## src/rtl/ex_mem_pkg.sv

```systemverilog
// Shared types for the EX/MEM pipeline stage: FSM states, control and payload bundles,
// and the branch-resolution helper.
package ex_mem_pkg;

  localparam int unsigned LENGTH   = 32;
  localparam int unsigned REG_ADDR = 5;

  // Occupancy of the two-entry elastic buffer.
  typedef enum logic [1:0] {
    StEmpty = 2'd0,
    StOne   = 2'd1,
    StTwo   = 2'd2
  } state_e;

  typedef struct packed {
    logic reg_write;
    logic mem_read;
    logic mem_write;
  } ctrl_t;

  typedef struct packed {
    logic [LENGTH-1:0]   alu_result;
    logic [LENGTH-1:0]   store_data;
    logic [REG_ADDR-1:0] rd;
    ctrl_t               ctrl;
  } payload_t;

  // beq is taken on zero, bne on non-zero.
  function automatic logic branch_taken(input logic branch, input logic zero, input logic ne);
    return branch & (zero ^ ne);
  endfunction

endpackage

```

## src/rtl/ex_mem_slot.sv

```systemverilog
// One loadable payload register of the EX/MEM elastic buffer; clears on async reset and
// otherwise holds its contents until the next load.
module ex_mem_slot
  import ex_mem_pkg::*;
(
  input  logic     clk_i,
  input  logic     rst_i,
  input  logic     load_i,
  input  payload_t d_i,
  output payload_t q_o
);

  payload_t data_q;

  // Capture the incoming bundle on load, hold otherwise.
  always_ff @(posedge clk_i or posedge rst_i) begin
    if (rst_i) begin
      data_q <= '0;
    end else if (load_i) begin
      data_q <= d_i;
    end
  end

  assign q_o = data_q;

endmodule

```

## src/rtl/ex_mem_stage.sv

```systemverilog
// EX/MEM pipeline stage: two-entry elastic buffer (head + skid) between execute and data
// memory, with branch resolution at accept. o_ready is decoded from registered state only.
// Optional forwarding outputs from the head entry are enabled by defining EX_MEM_FWD_EN.
module ex_mem_stage
  import ex_mem_pkg::*;
(
  input  logic                i_clk,
  input  logic                i_rst,
  input  logic                i_valid,
  output logic                o_ready,
  input  logic [LENGTH-1:0]   i_alu_result,
  input  logic                i_alu_zero,
  input  logic [LENGTH-1:0]   i_store_data,
  input  logic [REG_ADDR-1:0] i_rd,
  input  logic                i_reg_write,
  input  logic                i_mem_read,
  input  logic                i_mem_write,
  input  logic                i_branch,
  input  logic                i_branch_ne,
  input  logic                i_flush,
  output logic                o_valid,
  input  logic                i_ready,
  output logic [LENGTH-1:0]   o_alu_result,
  output logic [LENGTH-1:0]   o_store_data,
  output logic [REG_ADDR-1:0] o_rd,
  output logic                o_reg_write,
  output logic                o_mem_read,
  output logic                o_mem_write,
`ifdef EX_MEM_FWD_EN
  output logic                o_fwd_valid,
  output logic [REG_ADDR-1:0] o_fwd_rd,
  output logic [LENGTH-1:0]   o_fwd_data,
`else
  // forwarding ports absent
`endif
  output logic                o_branch_taken
);

  state_e   state_q, state_d;
  payload_t in_pl, head_d, head_q, skid_q;
  logic     head_load, skid_load, head_from_skid;
  logic     accept, emit;
  logic     branch_q;

  assign in_pl.alu_result     = i_alu_result;
  assign in_pl.store_data     = i_store_data;
  assign in_pl.rd             = i_rd;
  assign in_pl.ctrl.reg_write = i_reg_write;
  assign in_pl.ctrl.mem_read  = i_mem_read;
  assign in_pl.ctrl.mem_write = i_mem_write;

  assign o_ready = (state_q != StTwo);
  assign o_valid = (state_q != StEmpty);
  assign accept  = i_valid & o_ready;
  assign emit    = o_valid & i_ready;

  // Occupancy transitions and slot load enables; flush overrides accept and emit.
  always_comb begin
    state_d        = state_q;
    head_load      = 1'b0;
    skid_load      = 1'b0;
    head_from_skid = 1'b0;
    if (i_flush) begin
      state_d = StEmpty;
    end else begin
      unique case (state_q)
        StEmpty: begin
          if (accept) begin
            head_load = 1'b1;
            state_d   = StOne;
          end
        end
        StOne: begin
          if (accept && emit) begin
            head_load = 1'b1;
          end else if (accept) begin
            skid_load = 1'b1;
            state_d   = StTwo;
          end else if (emit) begin
            state_d = StEmpty;
          end
        end
        StTwo: begin
          if (emit) begin
            head_load      = 1'b1;
            head_from_skid = 1'b1;
            state_d        = StOne;
          end
        end
        default: state_d = StEmpty;
      endcase
    end
  end

  assign head_d = head_from_skid ? skid_q : in_pl;

  // State register; reset drops all held entries immediately.
  always_ff @(posedge i_clk or posedge i_rst) begin
    if (i_rst) begin
      state_q <= StEmpty;
    end else begin
      state_q <= state_d;
    end
  end

  // One-cycle taken pulse for a branch accepted this cycle, suppressed by flush.
  always_ff @(posedge i_clk or posedge i_rst) begin
    if (i_rst) begin
      branch_q <= 1'b0;
    end else begin
      branch_q <= ~i_flush & accept & branch_taken(i_branch, i_alu_zero, i_branch_ne);
    end
  end

  ex_mem_slot u_head (
    .clk_i  (i_clk),
    .rst_i  (i_rst),
    .load_i (head_load),
    .d_i    (head_d),
    .q_o    (head_q)
  );

  ex_mem_slot u_skid (
    .clk_i  (i_clk),
    .rst_i  (i_rst),
    .load_i (skid_load),
    .d_i    (in_pl),
    .q_o    (skid_q)
  );

  assign o_alu_result   = head_q.alu_result;
  assign o_store_data   = head_q.store_data;
  assign o_rd           = head_q.rd;
  assign o_reg_write    = o_valid & head_q.ctrl.reg_write;
  assign o_mem_read     = o_valid & head_q.ctrl.mem_read;
  assign o_mem_write    = o_valid & head_q.ctrl.mem_write;
  assign o_branch_taken = branch_q;

`ifdef EX_MEM_FWD_EN
  assign o_fwd_valid = o_reg_write & (o_rd != '0);
  assign o_fwd_rd    = o_rd;
  assign o_fwd_data  = o_alu_result;
`else
  // no forwarding logic
`endif

endmodule

```

## config.mk

```make
export PLATFORM = sky130hd
export DESIGN_NAME = ex_mem_stage
export DESIGN_NICKNAME = d
export VERILOG_FILES = /design/src/rtl/ex_mem_pkg.sv /design/src/rtl/ex_mem_slot.sv /design/src/rtl/ex_mem_stage.sv
export SDC_FILE = /design/constraint.sdc
export NUM_CORES = 1
export LEC_CHECK = 0
export BUFFER_PORTS_ARGS = -buffer_cell sky130_fd_sc_hd__buf_2
export CAP_MARGIN = 20
export CELL_PAD_IN_SITES_DETAIL_PLACEMENT = 1
export CELL_PAD_IN_SITES_GLOBAL_PLACEMENT = 2
export CORE_UTILIZATION = 40
export CTS_BUF_LIST = sky130_fd_sc_hd__clkbuf_8 sky130_fd_sc_hd__clkbuf_16
export DETAILED_ROUTE_END_ITERATION = 7
export HOLD_SLACK_MARGIN = 0.05
export PLACE_DENSITY = 0.84
export SLEW_MARGIN = 5
export SYNTH_ARGS = -nofsm -noshare
export SYNTH_HDL_FRONTEND = slang
export SYNTH_SLANG_ARGS = --single-unit
export TNS_END_PERCENT = 10
```

## constraint.sdc

```tcl
create_clock -name i_clk -period 13.2 [get_ports i_clk]
set_input_delay 1.98 -clock i_clk [delete_from_list [all_inputs] [get_ports i_clk]]
set_output_delay 1.98 -clock i_clk [all_outputs]
set_load 0.005 [all_outputs]
```

### Word level (Yosys, flattened, before mapping)

Index checks and enable logic that the tools add are counted.

* register bits: 147
* bits in latches: 0
* memory bits (writable): 0
* memory bits (read-only): 0
* input port bits: 80
* output and inout bits: 75
* memories kept: 0

* add/subtract/negate cells: 0
* multipliers: 0
* div/mod/pow operators: 0
* order comparisons: 0
* eq/ne operators: 7
* shift-type cells: 0
* multiplexer cells: 18
* bitwise gates (word level): 10
* reductions and logical operators: 4

Operator list (count)
* 72-bit 2-to-1 mux: 1
* 2-bit 2-to-1 mux: 6
* 1-bit 2-to-1 mux: 9
* 3-bit inequality test (second input constant): 3
* 1-bit bitwise AND: 8
* 2-bit case mux with 3 select lines: 1
* 4-bit inequality test (second input constant): 1
* 4-bit AND reduction: 1
* 1-bit case mux with 3 select lines: 1
* 2-bit by 1-bit equality test with 1-bit output (second input constant): 1
* 2-bit equality test (second input constant): 1
* 2-bit logical NOT: 1
* 2-bit inequality test (second input constant): 1
* 2-bit nonzero test: 1
* 1-bit logical AND: 1
* 1-bit inverter: 1
* 1-bit bitwise XOR: 1

### Longest topological paths before layout

Gate-level depths: netlist of the first run.

* depth in word-level cells: 7
* depth in mapped cells: 7

### Hierarchy

From an unflattened synthesis of the first run, not the netlist that was laid out.

* cell total of the unflattened synthesis: 411
* area, all modules: 7500.9 µm²

Modules (own cells, without submodules)
* ex_mem_slot: instances 2, cells each 153, area each 3030.4 µm², sequential area each 1801.7 µm²
* ex_mem_stage: instances 1, cells each 105, area each 1440.1 µm², sequential area each 75.1 µm²

### Least setup slack after synthesis of the first run

Ideal clock, no wire load.

* kind: in2reg
* from: input port i_valid
* to: register u_head.data_q (netlist bit u_head.q_o[10])
* arrival: 3.066 ns
* required time: 13.075 ns
* slack: 10.009 ns
* cell stages on the path: 5
* path buffers: 1
* cells stage by stage: and2b_1 > o21ai_1 > a21oi_2 > buf_2 > mux2_2

* cells in the longest elaborated chain, start to end: 5

RTL lines
* start: declaration: RTL line ex_mem_stage.sv:9 `input logic i_valid,`
* 1-bit bitwise AND (*): RTL line ex_mem_stage.sv:54 `assign accept = i_valid & o_ready;`
* 1-bit logical AND: RTL line ex_mem_stage.sv:74 `if (accept && emit) begin`
* 1-bit 2-to-1 mux: RTL line ex_mem_stage.sv:74
* 1-bit case mux with 3 select lines (*): RTL line ex_mem_stage.sv:66 `unique case (state_q)`
* 1-bit 2-to-1 mux (*): RTL line ex_mem_stage.sv:63 `if (i_flush) begin`
* end signal: assignment: RTL line ex_mem_slot.sv:20 `data_q <= d_i;`
* end: declaration: RTL line ex_mem_slot.sv:13 `payload_t data_q;`

Mark *: on every way between the ends. The rest lies on a longest branch, timed or not.
A chain may end at the register's enable or synchronous reset.

### Worst setup path in the final report of the first run

* from: input port i_valid
* to: register u_head.data_q (netlist bit u_head.q_o[67])

Same word-level chain as after synthesis.

==> results of run 1 <==
[cell families (layout without fill, tap and decap cells)]
group	after synthesis	in the layout	synth area share
muxes	217	217	0.3523
DFF	147	147	0.5307
buffers and inverters	94	192	0.09946
and+or+nand+nor	14	14	0.01209
AOI/OAI and AO/OA	4	4	0.004152
xor gates and xnor gates	1	1	0.001264
[per-stage QoR]
stage | worst slack [ps] | cells | util | hold slack [ps]
4_1_cts | 9336 | 794 | 0.4765 | 505.5
3_5_place_dp | 8884 | 764 | 0.4404 | 492.4
6_report | 9358 | 795 | 0.4782 | 499.7
5_1_grt | 9226 | 795 | 0.4782 | 518.5
2_1_floorplan | 7269 | 477 | - | 472.7
3_3_place_gp | 8949 | 763 | 0.4387 | 480.8
[area by class of cell]
type / instances / area (sq um) / area share
clock buffer: 18 / 439.2 / 0.05480
clock inverter: 12 / 166.4 / 0.02077
inverter: 3 / 16.27 / 0.002030
multi-input combinational: 236 / 2590 / 0.3232
sequential: 147 / 3679 / 0.4590
tap: 220 / 275.3 / 0.03435
timing repair buffer: 159 / 848.3 / 0.1059
[cells in the final DEF (no fill, tap or decap), types with 2 or more instances in the layout]
| master | count |
|---|---|
| mux2_1 | 70 |
| buf_4 | 3 |
| buf_2 | 154 |
| buf_16 | 2 |
| bufinv_16 | 4 |
| nor2_1 | 4 |
| dfrtp_1 | 147 |
| clkbuf_16 | 17 |
| clkinvlp_4 | 2 |
| clkinv_2 | 3 |
| inv_1 | 3 |
| mux2_2 | 146 |
| nor2b_1 | 3 |
[metal layers]
metal	share of wire	track usage
met1	0.41	0.2007
met2	0.53	0.3102
met3	0.037	0.04072
met4	0.019	0.06944
met5	0	0
[worst min-delay path by stage]
| stage | cells past startpoint | endpoint | slack [ps] | startpoint |
|---|---|---|---|---|
| 3_5_place_dp | 1 | u_head.q_o[33] | 490 | u_head.q_o[33] |
| 6_report | 1 | u_head.q_o[33] | 500 | u_head.q_o[33] |
| 3_3_place_gp | 1 | u_skid.q_o[1] | 480 | u_skid.q_o[1] |
| 5_1_grt | 1 | u_head.q_o[45] | 520 | u_head.q_o[45] |
| 2_1_floorplan | 1 | u_head.q_o[2] | 470 | u_head.q_o[2] |
| 4_1_cts | 1 | u_head.q_o[33] | 510 | u_head.q_o[33] |
[cells in the mapped netlist (2+ instances only)]
library cell and count:
dfrtp_1 147, mux2_2 146, mux2_1 70, buf_4 69, buf_2 14, buf_6 8, nor2_1 4, nor2b_1 3
inv_1 2, nand3_1 2
[where the power goes]
part	leakage [uW]	internal, uW	switching [uW]	total (uW)
Sequential	0.00177	560	55.1	615
Clock	0.000300	317	180	497
Combinational	0.00161	132	82.6	215
Total	0.00367	1010	318	1330
[sequential cells by signal, indices dropped and copies added (netlist names)]
| signal | cells |
|---|---|
| u_skid.q_o | 72 |
| state_q | 2 |
| u_head.q_o | 72 |
| o_branch_taken | 1 |
[worst max-delay path: stages]
cell     delay (ps)
buf_2           120
and2b_1         220
o21ai_1         160
a21oi_4         420
buf_4           760
mux2_2          420
==> results.yml, run 1 <==
yosys:
  synth.avg_cell_area_sq_um: 14.53
  async_flop_share: 1.000
  synthTopCellsByArea: "dfrtp_1 (53%), mux2_2 (24%), mux2_1 (11%)"
  postSynthCellCount: 477
  synth_seq_area_share: 0.5307
  yosys.area.top_type_share: 0.5307
  synth.distinct_cells: 22
  synth_edf_count: 0
  synthFlopType: "dfrtp_1"
  ys_warn_count: 0
  ys_seq_elements: 147
  syn_area_sq_um: 6932
  syn_nets: 557
  yosys.area.top_type: "dfrtp_1"
grt:
  grt_max_degree: 83
  grt_pass1_vias: 4481
  grt-ovfl-total: 0
  antenna_found_initial: 0
  grt_pass1_wl_um: 23670
  grt_usage: 0.1740
worst_setup_path:
  reg2reg_to: "u_head.q_o[67]"
  start_kind: "primary input"
  cp.arrival_ps: 4130
  timing.rr.start: "state_q[1]"
  crit_path_end: "u_head.q_o[67]"
  worstPathMaxFanout: 60
  r2r_cells: 5
  reg2reg_slack_ps: 10570
  critPathKind: "in2reg"
  startpoint: "i_valid"
  critPathRequiredTime_ps: 13490
  endpoint_kind: "flip-flop"
clock_tree:
  cts_resized: 0
  clkLatencyLatePin_ps: 420
  cts-buffers-inserted: 17
  cts_tree: "yes"
  clock-sinks: 147
  holdBufCountCts: 0
  htreeDepth: 4
  path_clk_slew_ps: 60
  clk_path_buf_depth: 2
  root_buffer: "clkbuf_16"
  post_cts_buffers: 0
hold_path:
  hold_class: "reg2reg"
power:
  leakage_uw: 0.003673
  finalPower_uw: 1326
  powerDensity_nw_per_um2: 165.5
  vdd_drop_max_uv: 82.19
timing:
  max_freq_mhz: 260.3
  fin_skew_ps: 6.282
  finalSetupViolations: 0
  finalSetupTns_ps: 0
  fin_crit_sh: 0.2910
  layout_min_cycle_time_ps: 3842
  hold_viol: 0
  drv_slew: 0
  tightest_slew_ps: 1069
  rsz0062_at_grt: "false"
  maxSlewHeadroom: 0.2870
floorplan:
  die-area_sq_um: 17860
  core_sq_um: 16760
  start_util: 0.4136
  io_pins: 155
  placementRows: 47
  die_w_um: 133.6
  die_h_um: 133.6
detailed_routing:
  ant_nets: 0
  first_pass_iters: 4
  wirelength_um: 14290
  post-route-drc-count: 0
  wl_per_cell_um: 17.98
  dr_total_vias: 3903
  drtIter0Drc: 126
  via_per_inst: 4.909
run:
  drv_cap: 0
placed_design:
  portBuffers: 154
  placed_area_sq_um: 7381
  gp_congestion: 0.6776
  post-dp-hpwl_um: 9478
run_status:
  status: "finished clean"
layout:
  design_area_sq_um: 8014
  antenna_cells: 0
  fillers: 1724
  fin_nets: 644
  drive_gt1_frac: 0.5896
  syn2layout_area_growth_pct: 15.61
No activity file was read; power rests on OpenSTA's default activity.
==> run 2: changes to the inputs <==
--- a/config.mk
+++ b/config.mk
@@ -9,11 +9,11 @@
 export CAP_MARGIN = 20
 export CELL_PAD_IN_SITES_DETAIL_PLACEMENT = 1
 export CELL_PAD_IN_SITES_GLOBAL_PLACEMENT = 2
-export CORE_UTILIZATION = 40
+export CORE_UTILIZATION = 34
 export CTS_BUF_LIST = sky130_fd_sc_hd__clkbuf_8 sky130_fd_sc_hd__clkbuf_16
 export DETAILED_ROUTE_END_ITERATION = 7
 export HOLD_SLACK_MARGIN = 0.05
-export PLACE_DENSITY = 0.84
+export PLACE_DENSITY = 0.76
 export SLEW_MARGIN = 5
 export SYNTH_ARGS = -nofsm -noshare
 export SYNTH_HDL_FRONTEND = slang
==> constraint.sdc (replaced) <==
create_clock -name i_clk -period 3.2 [get_ports i_clk]
set_input_delay 0.48 -clock i_clk [delete_from_list [all_inputs] [get_ports i_clk]]
set_output_delay 0.48 -clock i_clk [all_outputs]
set_load 0.005 [all_outputs]
==> run 2 against run 1 <==
Compared with the run above: worst hold slack got worse by 220 ps; global-route usage decreased by 2.9 points; core utilization decreased by 6.8 points; die area increased by 17%; via count about the same; clock power increased to 4.2 times the previous value; cell area increased by 1.0%; sequential share of layout area decreased by 0.46 points; register-to-register slack got worse by 9500 ps; sequential cell count unchanged; critical path type is now reg2reg; highest routed layer is now met5; combinational power increased to 4.1 times the previous value; critical path depth unchanged; largest cell class unchanged.
==> results.yml, run 2 (synthesized netlist as in run 1, its figures left out) <==
timing:
  layout_min_cycle_time_ps: 2129
  fin_crit_sh: 0.6652
  maxSlewHeadroom: 0.4519
  drv_slew: 0
  finalSetupViolations: 0
  hold_viol: 0
  finalSetupTns_ps: 0
  fin_skew_ps: 5.469
  tightest_slew_ps: 822.2
  rsz0062_at_grt: "false"
  setup_ws_ps: 1071
  max_freq_mhz: 469.8
placed_design:
  gp_congestion: 0.7118
  portBuffers: 154
  preCtsSetupSlack_ps: 1001
  placed_cells: 811
  placed_area_sq_um: 7468
  post-dp-hpwl_um: 9505
detailed_routing:
  via_per_inst: 4.623
  ant_nets: 0
  wirelength_um: 14430
  first_pass_iters: 4
  drtIter0Drc: 62
  post-route-drc-count: 0
  dr_total_vias: 3902
  wl_per_cell_um: 17.09
grt:
  grt_pass1_vias: 4365
  gr-usage-met3: 0.04475
  grtUsageMet2: 0.2518
  grt_pass1_wl_um: 22960
  grt-busiest-layer: "met2"
  grt_usage: 0.1452
  grt_max_degree: 148
  antenna_found_initial: 2
  grt_util_met1: 0.1664
  grt-ovfl-total: 0
layout:
  final_cell_mix: "buf_2 (154), dfrtp_1 (147), mux2_2 (146), mux2_1 (70), clkbuf_16 (17)"
  syn2layout_area_growth_pct: 16.79
  design_area_sq_um: 8095
  final_common_cell: "buf_2"
  fillers: 2029
  multi_input_area_sq_um: 2590
  fin_nets: 645
  seqCellArea_sq_um: 3679
  drive_gt1_frac: 0.5952
  final_cells: 844
clock_tree:
  holdBufCountCts: 0
  clk_path_buf_depth: 2
  clkLatencyLatePin_ps: 420
  root_buffer: "clkbuf_16"
  cts_resized: 0
  htreeDepth: 4
  post_cts_buffers: 0
  clock-sinks: 147
  cts-buffers-inserted: 17
  cts_tree: "yes"
  path_clk_slew_ps: 60
run_status:
  status: "finished clean"
floorplan:
  die-area_sq_um: 20960
  core_sq_um: 19720
  die_w_um: 144.8
  placementRows: 51
  start_util: 0.3515
  die_h_um: 144.8
  io_pins: 155
worst_setup_path:
  start_kind: "flip-flop"
  worstPathMaxFanout: 23
  critPathKind: "reg2reg"
  cp.arrival_ps: 2430
  critPathRequiredTime_ps: 3500
  endpoint_kind: "flip-flop"
power:
  leakage_uw: 0.003672
  powerDensity_nw_per_um2: 679.9
  vdd_drop_max_uv: 370.4
hold_path:
  hold_class: "in2async"
run:
  drv_cap: 0
run 2: cell count changes in the layout (fill, tap and decap cells not counted), moves of 2 or more:
cell,change
buf_16,-2
buf_12,+3
inv_1,-2
clkinv_2,-2
inv_6,+4
run 2: final cells by class:
class,instances,share of cell area
flip-flops and latches,147,0.4544
multi-input cells,236,0.3199
repair buffers,160,0.1054
clock buffers,19,0.05595
well taps,265,0.04096
clock inverters,13,0.02117
inverters,3,0.001855
diodes,1,0.0003091
run 2: power breakdown:
group / internal [uW] / total [uW] / switching, uW
sequential: 2310 / 2530 / 225
combinational: 543 / 877 / 334
clock: 1280 / 2090 / 813
total: 4130 / 5500 / 1370
run 2: worst max-delay path, stage by stage, from the launching register on:
cell	delay, ps
dfrtp_1	460
nor2b_2	190
inv_2	90
nor3b_4	260
buf_4	370
mux2_1	370
mux2_2	260
run 2: final timing paths:
path | from | endpoint | slack [ps] | cells after the start
max | state_q[0] | u_head.q_o[22] | 1070 | 6
min | i_rst | u_head.q_o[56] | 280 | 3
max reg2reg | state_q[0] | u_head.q_o[22] | 1070 | 6
min reg2reg | u_head.q_o[56] | u_head.q_o[56] | 500 | 1
max in group asynchronous | i_rst | u_skid.q_o[32] | 2290 | 3
min in group i_clk | i_rd[2] | u_skid.q_o[5] | 300 | 2
run 2: per-stage QoR:
step | hold slack [ps] | power (uW) | utilization
after floorplan | 472.7 | 3284 | -
after global placement | 482.7 | 3382 | 0.3788
after detailed placement | 489.8 | 3468 | 0.3788
after CTS | 281.2 | 5612 | 0.4104
after global routing | 289.9 | 5803 | 0.4104
final | 280.2 | 5504 | 0.4106
run 2: per-layer routing:
metal | vias up | part of all wire
li1 | 1774 | -
met1 | 2009 | 0.40
met2 | 96 | 0.52
met3 | 21 | 0.059
met4 | 2 | 0.017
met5 | - | 0.00062
